--- src/rtl/ycc2rgb_ser.sv ---
// YCbCr to RGB converter with a 2-stage pipeline, pixel FIFO and R,G,B byte serializer.
// Optional macro YCC2RGB_GRAY_EN: output R=G=B=Y with no multipliers, same timing.
module ycc2rgb_ser #(
  parameter int unsigned DW         = 8,
  parameter int unsigned FIFO_DEPTH = 4
) (
  input  logic          CLOCK,
  input  logic          RST,
  input  logic          YCC_VSYNC,
  input  logic          YCC_DVALID,
  input  logic [DW-1:0] Y_DAT,
  input  logic [DW-1:0] Cb_DAT,
  input  logic [DW-1:0] Cr_DAT,
  output logic          YCC_READY,
  output logic          IMG_DVSYN,
  output logic          IMG_DHSYN,
  output logic [DW-1:0] IMG_DVD
);

  localparam int unsigned AW  = (FIFO_DEPTH > 1) ? $clog2(FIFO_DEPTH) : 1;
  localparam int unsigned CW  = AW + 1;
  localparam int unsigned PXW = 3 * DW;

  typedef enum logic [1:0] {IDLE, SR, SG, SB} state_t;

  logic           accept;
  logic           s1_v;
  logic [PXW-1:0] push_px;

  assign accept = YCC_DVALID & YCC_READY & YCC_VSYNC;

`ifdef YCC2RGB_GRAY_EN
  logic [DW-1:0] s1_y;
  logic          unused_chroma;

  assign unused_chroma = ^{Cb_DAT, Cr_DAT};

  always_ff @(posedge CLOCK or posedge RST) begin
    if (RST) begin
      s1_v <= 1'b0;
      s1_y <= '0;
    end else begin
      s1_v <= accept;
      if (accept) s1_y <= Y_DAT;
    end
  end

  assign push_px = {s1_y, s1_y, s1_y};
`else
  // Q8 fixed-point coefficients; intermediate wide enough for 256*Y plus the largest chroma term.
  localparam int unsigned IW = DW + 11;
  localparam logic signed [IW-1:0] OFS   = IW'(2 ** (DW - 1));
  localparam logic signed [IW-1:0] MAXS  = IW'((2 ** DW) - 1);
  localparam logic signed [IW-1:0] K_RCR = IW'(359);
  localparam logic signed [IW-1:0] K_GCB = IW'(88);
  localparam logic signed [IW-1:0] K_GCR = IW'(183);
  localparam logic signed [IW-1:0] K_BCB = IW'(454);

  logic signed [IW-1:0] y_in, cb_in, cr_in;
  logic signed [IW-1:0] s1_y, s1_rcr, s1_gcb, s1_gcr, s1_bcb;
  logic signed [IW-1:0] r_sum, g_sum, b_sum;

  function automatic logic [DW-1:0] clamp(input logic signed [IW-1:0] v);
    if (v[IW-1])      clamp = '0;
    else if (v > MAXS) clamp = '1;
    else               clamp = v[DW-1:0];
  endfunction

  assign y_in  = $signed(IW'(Y_DAT)) <<< 8;
  assign cb_in = $signed(IW'(Cb_DAT)) - OFS;
  assign cr_in = $signed(IW'(Cr_DAT)) - OFS;

  // Stage 1: register the products.
  always_ff @(posedge CLOCK or posedge RST) begin
    if (RST) begin
      s1_v   <= 1'b0;
      s1_y   <= '0;
      s1_rcr <= '0;
      s1_gcb <= '0;
      s1_gcr <= '0;
      s1_bcb <= '0;
    end else begin
      s1_v <= accept;
      if (accept) begin
        s1_y   <= y_in;
        s1_rcr <= cr_in * K_RCR;
        s1_gcb <= cb_in * K_GCB;
        s1_gcr <= cr_in * K_GCR;
        s1_bcb <= cb_in * K_BCB;
      end
    end
  end

  // Stage 2: sum, floor shift and clamp straight into the FIFO write port.
  assign r_sum   = s1_y + s1_rcr;
  assign g_sum   = s1_y - s1_gcb - s1_gcr;
  assign b_sum   = s1_y + s1_bcb;
  assign push_px = {clamp(r_sum >>> 8), clamp(g_sum >>> 8), clamp(b_sum >>> 8)};
`endif

  logic [PXW-1:0] mem [FIFO_DEPTH];
  logic [AW-1:0]  wr_ptr, rd_ptr;
  logic [CW-1:0]  count, count_n;
  logic [CW:0]    inflight_n;
  logic           push, pop, empty, ready_n;
  logic [PXW-1:0] head;

  assign push       = s1_v;
  assign empty      = (count == '0);
  assign head       = mem[rd_ptr];
  assign count_n    = count + CW'(push) - CW'(pop);
  // Room is reserved for the pixel in stage 1, so a push can never find the FIFO full.
  assign inflight_n = (CW+1)'(count_n) + (CW+1)'(accept);
  assign ready_n    = (inflight_n < (CW+1)'(FIFO_DEPTH));

  always_ff @(posedge CLOCK) begin
    if (push) mem[wr_ptr] <= push_px;
  end

  always_ff @(posedge CLOCK or posedge RST) begin
    if (RST) begin
      wr_ptr    <= '0;
      rd_ptr    <= '0;
      count     <= '0;
      YCC_READY <= 1'b0;
    end else begin
      if (push) wr_ptr <= wr_ptr + AW'(1);
      if (pop)  rd_ptr <= rd_ptr + AW'(1);
      count     <= count_n;
      YCC_READY <= ready_n;
    end
  end

  state_t         state, state_n;
  logic [2*DW-1:0] pix;
  logic           dhsyn_n;
  logic [DW-1:0]  dvd_n;

  always_ff @(posedge CLOCK or posedge RST) begin
    if (RST) begin
      state     <= IDLE;
      IMG_DHSYN <= 1'b0;
      IMG_DVD   <= '0;
      pix       <= '0;
    end else begin
      state     <= state_n;
      IMG_DHSYN <= dhsyn_n;
      IMG_DVD   <= dvd_n;
      if (pop) pix <= head[2*DW-1:0];
    end
  end

  // Serializer: pop on entry to SR, then G and B come from the held pixel.
  always_comb begin
    state_n = state;
    pop     = 1'b0;
    dvd_n   = '0;
    case (state)
      IDLE: if (!empty) begin
        state_n = SR;
        pop     = 1'b1;
      end
      SR: state_n = SG;
      SG: state_n = SB;
      SB: if (!empty) begin
        state_n = SR;
        pop     = 1'b1;
      end else begin
        state_n = IDLE;
      end
      default: state_n = IDLE;
    endcase
    case (state_n)
      SR:      dvd_n = head[PXW-1:2*DW];
      SG:      dvd_n = pix[2*DW-1:DW];
      SB:      dvd_n = pix[DW-1:0];
      default: dvd_n = '0;
    endcase
    dhsyn_n = (state_n != IDLE);
  end

  // Frame envelope; vs_d resets high so a level-high VSYNC after reset is not a new frame.
  logic vs_d;
  logic frame_end;

  assign frame_end = !YCC_VSYNC && !s1_v && empty && (state == IDLE);

  always_ff @(posedge CLOCK or posedge RST) begin
    if (RST) begin
      vs_d      <= 1'b1;
      IMG_DVSYN <= 1'b0;
    end else begin
      vs_d <= YCC_VSYNC;
      if (YCC_VSYNC && !vs_d) IMG_DVSYN <= 1'b1;
      else if (frame_end)     IMG_DVSYN <= 1'b0;
    end
  end

endmodule

--- config.mk ---
export PLATFORM = sky130hd
export DESIGN_NAME = ycc2rgb_ser
export DESIGN_NICKNAME = d
export VERILOG_FILES = /design/src/rtl/ycc2rgb_ser.sv
export SDC_FILE = /design/constraint.sdc
export NUM_CORES = 1
export LEC_CHECK = 0
export ABC_CLOCK_PERIOD_IN_PS = 3600
export BUFFER_PORTS_ARGS = -buffer_cell sky130_fd_sc_hd__buf_2
export CORE_ASPECT_RATIO = 0.8
export CORE_MARGIN = 4
export CORE_UTILIZATION = 58
export DETAILED_ROUTE_END_ITERATION = 16
export HOLD_SLACK_MARGIN = 0.08
export PLACE_DENSITY = 0.75
export SYNTH_ARGS = -nofsm -noshare
export SYNTH_HDL_FRONTEND = slang
export SYNTH_SLANG_ARGS = --single-unit
--- constraint.sdc ---
create_clock -name CLOCK -period 3.6 [get_ports CLOCK]
set_input_delay 0.36 -clock CLOCK [delete_from_list [all_inputs] [get_ports CLOCK]]
set_output_delay 0.36 -clock CLOCK [all_outputs]
set_load 0.05 [all_outputs]
---- Word level (Yosys, flattened, before mapping) ----
Memory sizes are Yosys's and may differ from the RTL's.
Cells that the tools add are included.
storage, ports and cells
  memories ................................ 1
  register bits ........................... 118
  input bits .............................. 28
  logic and storage cells ................. 72
  output and inout port bits .............. 11
  memory bits (writable) .................. 96
cells by class
  reduce and logical (&&, ||, !) cells .... 12
  multiply operators ...................... 4
  bitwise logic cells ..................... 2
  multiplexer cells ....................... 16
  equal/unequal tests ..................... 6
  magnitude comparators ................... 4
  add/subtract/negate cells ............... 11
memory list
  name  depth  bits a word  rd ports  clocked after memory_dff  wr ports  line  source
  mem   4      24           1         0                         1         101   logic [PXW-1:0] mem [FIFO_DEPTH];
operators by type and width
  kind                     count
  $mux W8                  6
  $add A17 B19 Y19         2
  $mul A9 B9 Y18 const B   2
  $gt A11 B9 Y1 const B    3
  $pmux W8 S3              1
  $mul A9 B10 Y19 const B  1
  $sub A17 B19 Y19         1
  $sub A19 B19 Y19         1
  $sub A8 B8 Y9 const B    2
  $mul A9 B5 Y14 const B   1
  $eq A2 B2 Y1 const B     4
  $pmux W2 S4              1
  $mux W1                  7
  $add A2 B1 Y2 const B    2
  $add A3 B1 Y4            1
  $eq A2 B1 Y1 const B     2
  $logic_and A1 B1 Y1      4
  $lt A4 B3 Y1 const B     1
  $reduce_bool A2 Y1       2
  $add A3 B1 Y3            1
  $logic_not A1 Y1         3
  $logic_not A3 Y1         1
  $sub A3 B1 Y3            1
  $and A1 B1 Y1            2
  other kinds (3)          3

---- Logic depth before layout (Yosys ltp) ----
  depth after elaboration ................. 6
  depth in mapped cells ................... 21
  depth with buffers taken out ............ 20

---- Worst setup path before layout ----
Ideal clock, no wire load.
  path type ............................... input to register
  start ................................... input Cr_DAT[7]
  end ..................................... register s1_rcr[15]
  path buffers ............................ 1
  data required time ...................... 3467 ps
  library setup time ...................... 133 ps
  arrival time ............................ 4966 ps
  stages on the path ...................... 20
  setup slack ............................. -1499 ps
  path through ............................ clkbuf_1 -> inv_1 -> ha_1 -> inv_1 -> ha_1 -> inv_1 -> fa_1 -> inv_1 -> fa_1 -> inv_1 -> fa_1 -> inv_1 -> ha_1 -> and4_1 -> a221oi_1 -> a211oi_1 -> or3_1 -> a21oi_1 -> xor2_1 -> o21ai_0
between the ends
  word-level cells in the longest chain between the ends .. 2
ends and longest elaborated chain
  what                    line  source
  start: declaration      13    input logic [DW-1:0] Cr_DAT,
  $sub A8 B8 Y9           71    assign cr_in = $signed(IW'(Cr_DAT)) - OFS;
  $mul A9 B10 Y19         86    s1_rcr <= cr_in * K_RCR;
  end signal: assignment  86
  end: declaration        60    logic signed [IW-1:0] s1_y, s1_rcr, s1_gcb, s1_gcr, s1_bcb;
Every way passes these cells.
A chain may end at the register's enable or synchronous reset.

---- Worst setup path in the final report ----
  start ................................... input Cr_DAT[7]
  end ..................................... register s1_gcr[14]
between the ends
  word-level cells in the longest chain between the ends .. 2
ends and longest elaborated chain
  what                    line  source
  $sub A8 B8 Y9           71
  $mul A9 B9 Y18          88    s1_gcr <= cr_in * K_GCR;
  end signal: assignment  88
  end: declaration        60
Every way passes these cells.

==> flow_summary.ini <==
[floorplan]
io_pins = 39
dieArea_um2 = 26800
coreArea_um2 = 23600
rows = 50
die_x_um = 182
die_y_um = 147
start_util_pct = 59.5

[timing]
fin_ws_ps = -412
min_period_ps = 4010
slew_viol_final = 0
setup_violations = 19
fin_tns_setup_ps = -4670
hold_viol_final = 0
rsz0062_at_grt = true
fin_skew_ps = 11.0
relSlewSlack_pct = 30.3
tightest_slew_ps = 1050
whs_ps = 133
fmax_ghz = 0.249
min_period_over_period_pct = 111

[min_path]
worstHoldStart = Y_DAT[7]
hold_path_class = input pin to flip-flop
whs_path_depth = 3

[clock_tree]
htree_num_levels = 4
clock_path_buffers = 2
cts_buffers = 17
clkLatencyLatePin_ps = 440
cts_tree = done
path_clk_slew_ps = 80
cts_root_buffer = clkbuf_16
cts_sinks = 196

[job]
cap_violations = 0

[setup_path]
worstSetupPathType = input pin to flip-flop
end_kind = flip-flop
r2r-start = s1_y[13]
arrival_ps = 4340
cp-endpoint = s1_gcr[14]
critPathLaunch = Cr_DAT[7]
r2r-end = mem[0][9]
regToRegSetupSlack_ps = 120
path_max_fanout = 5
critPathLaunchType = input pin
ff2ff_path_depth = 12
required_ps = 3920

[detailed_routing]
vias = 9827
via_per_inst = 5.55
finalWirelength_um = 30500
routedWlPerCell_um = 17.2
drtIter0Drc = 612
ant_nets = 0
firstDrtPassIters = 5
drc = 0

[grt]
grt_max_degree = 89
antenna_found_initial = 0
overflow = 0
grt_pass1_wl_um = 50500
grt_pass1_vias = 10200
track_usage_pct = 23.5

[cells_and_area]
regArea_um2 = 5390
fin_area_um2 = 16900
final_common_cell = inv_1
num-fill-cells = 1579
areaGrowthSynthToFinish_pct = 20.7
fin_cells = 1771
fin_util_pct = 71.9
multi_input_area_um2 = 8350
nets = 1733
layout_common_cells = inv_1, ha_1, buf_4
antennaDiodeCount = 0
drive_above_1_share_pct = 25.7

[status]
status = complete, but fails checks
violations = setup timing

[placement]
port_buffers = 38
gp_congestion = 0.927
dpl_cell_area_um2 = 15800
dp_cells = 1723
dp_hpwl_um = 23000

[synthesis]
synth.avg_cell_area_um2 = 11.1
syn_area_um2 = 14000
synth_nets = 1554
ys_ff_latch = 196
synth_edf_count = 96
yosys_warnings = 0
async_reset_ff_share_pct = 51.0
synthCells = 1267
synthDistinctLibCells = 61
ys_seq_area_share_pct = 38.4
synth-main-ff-cell = dfrtp_1

[pwr]
peakVddDrop_uv = 633
leakagePower_uw = 0.00790
power_density_nw_per_um2 = 1010
## Yosys cell counts (all sizes together), types with 13 or more instances
| cell | instances | share of area, % |
|---|---|---|
| inv | 207 | 5.5 |
| ha | 189 | 17 |
| nand2 | 100 | 2.7 |
| dfrtp | 99 | 18 |
| edfxtp | 96 | 21 |
| o21ai | 71 | 2.5 |
| fa | 70 | 10 |
| a21oi | 54 | 1.9 |
| xnor2 | 48 | 3.0 |
| nor2 | 44 | 1.2 |
| xor2 | 32 | 2.0 |
| mux4 | 24 | 3.9 |
| clkbuf | 21 | 0.56 |
| mux2 | 20 | 1.6 |
| nor3 | 16 | 0.57 |
| o21a | 14 | 0.75 |
| a21o | 13 | 0.70 |
## layout make-up
class / instances / area share [%]
clock buffer: 17 / 2.51
clock inverter: 15 / 1.10
tap: 312 / 2.30
sequential: 196 / 31.8
inverter: 208 / 4.74
timing repair buffer: 188 / 8.29
multi-input combinational: 835 / 49.3
## per-stage QoR
step | total power [µW] | setup WS, ps
after floorplan | 11300 | -751
after global placement | 13900 | -938
after global routing | 18500 | -523
after CTS | 16600 | -401
final | 17200 | -412
after detailed placement | 14200 | -988
## worst min path at each step
| stage | endpoint | slack (ps) |
|---|---|---|
| after floorplan | vs_d | 360 |
| after CTS | s1_y[15] | 110 |
| after detailed placement | s1_rcr[1] | 460 |
| final | s1_y[15] | 130 |
| after global placement | s1_rcr[1] | 450 |
| after global routing | s1_y[15] | 140 |
## where the power goes
group | switching [µW] | internal (µW) | total [µW]
sequential | 545 | 3730 | 4270
combinational | 5970 | 4950 | 10900
clock | 987 | 963 | 1950
## worst max-delay path, stage by stage
cell and delay, ps:
buf_2 160, buf_4 180, fa_1 440, fa_1 550, fa_1 440, fa_1 540, inv_1 40, ha_1 320
inv_1 110, o21bai_1 90, a2111o_1 410, a31oi_1 160, o21bai_1 110, xor2_1 150, mux2_4 260
## timing repair
| action | in CTS | in global routing |
|---|---|---|
| pin swaps | 36 | 53 |
| buffers inserted | 8 | 9 |
| endpoints found under the hold margin | 1 | 0 |
| cloned | 0 | 0 |
| resized for setup | 49 | 49 |
| setup endpoints to repair | 47 | 59 |
| hold buffers | 1 | 0 |
## kinds of logic (layout without fill, tap and decap cells)
kind of cell	Yosys count	count (layout)	synth area share, %
AO/OA/AOI/OAI	231	231	10.8
XOR/XNOR	80	80	4.99
multiplexers	47	47	5.67
AND/OR/NAND/NOR	218	218	7.01
buffers and inverters	236	428	6.31
flip-flops	196	196	38.4
adder cells (fa/ha/maj)	259	259	26.8
## registers in the layout, summed over array words and instances, names as in the netlist, 2 cells and up
signal / flops
IMG_DVD: 8
state: 2
wr_ptr: 2
pix: 16
mem: 96
s1_gcr: 16
rd_ptr: 2
count: 3
s1_bcb: 14
s1_gcb: 11
s1_rcr: 13
s1_y: 8
## routing by layer
| layer | GRT usage [%] | up-vias | wire [µm] |
|---|---|---|---|
| li1 | - | 4719 | - |
| met4 | 7.95 | 0 | 686 |
| met2 | 39.6 | 247 | 15000 |
| met5 | 0 | - | 0 |
| met3 | 4.33 | 52 | 1690 |
| met1 | 31.0 | 4809 | 13200 |
Power figures use the tool's default switching activity.
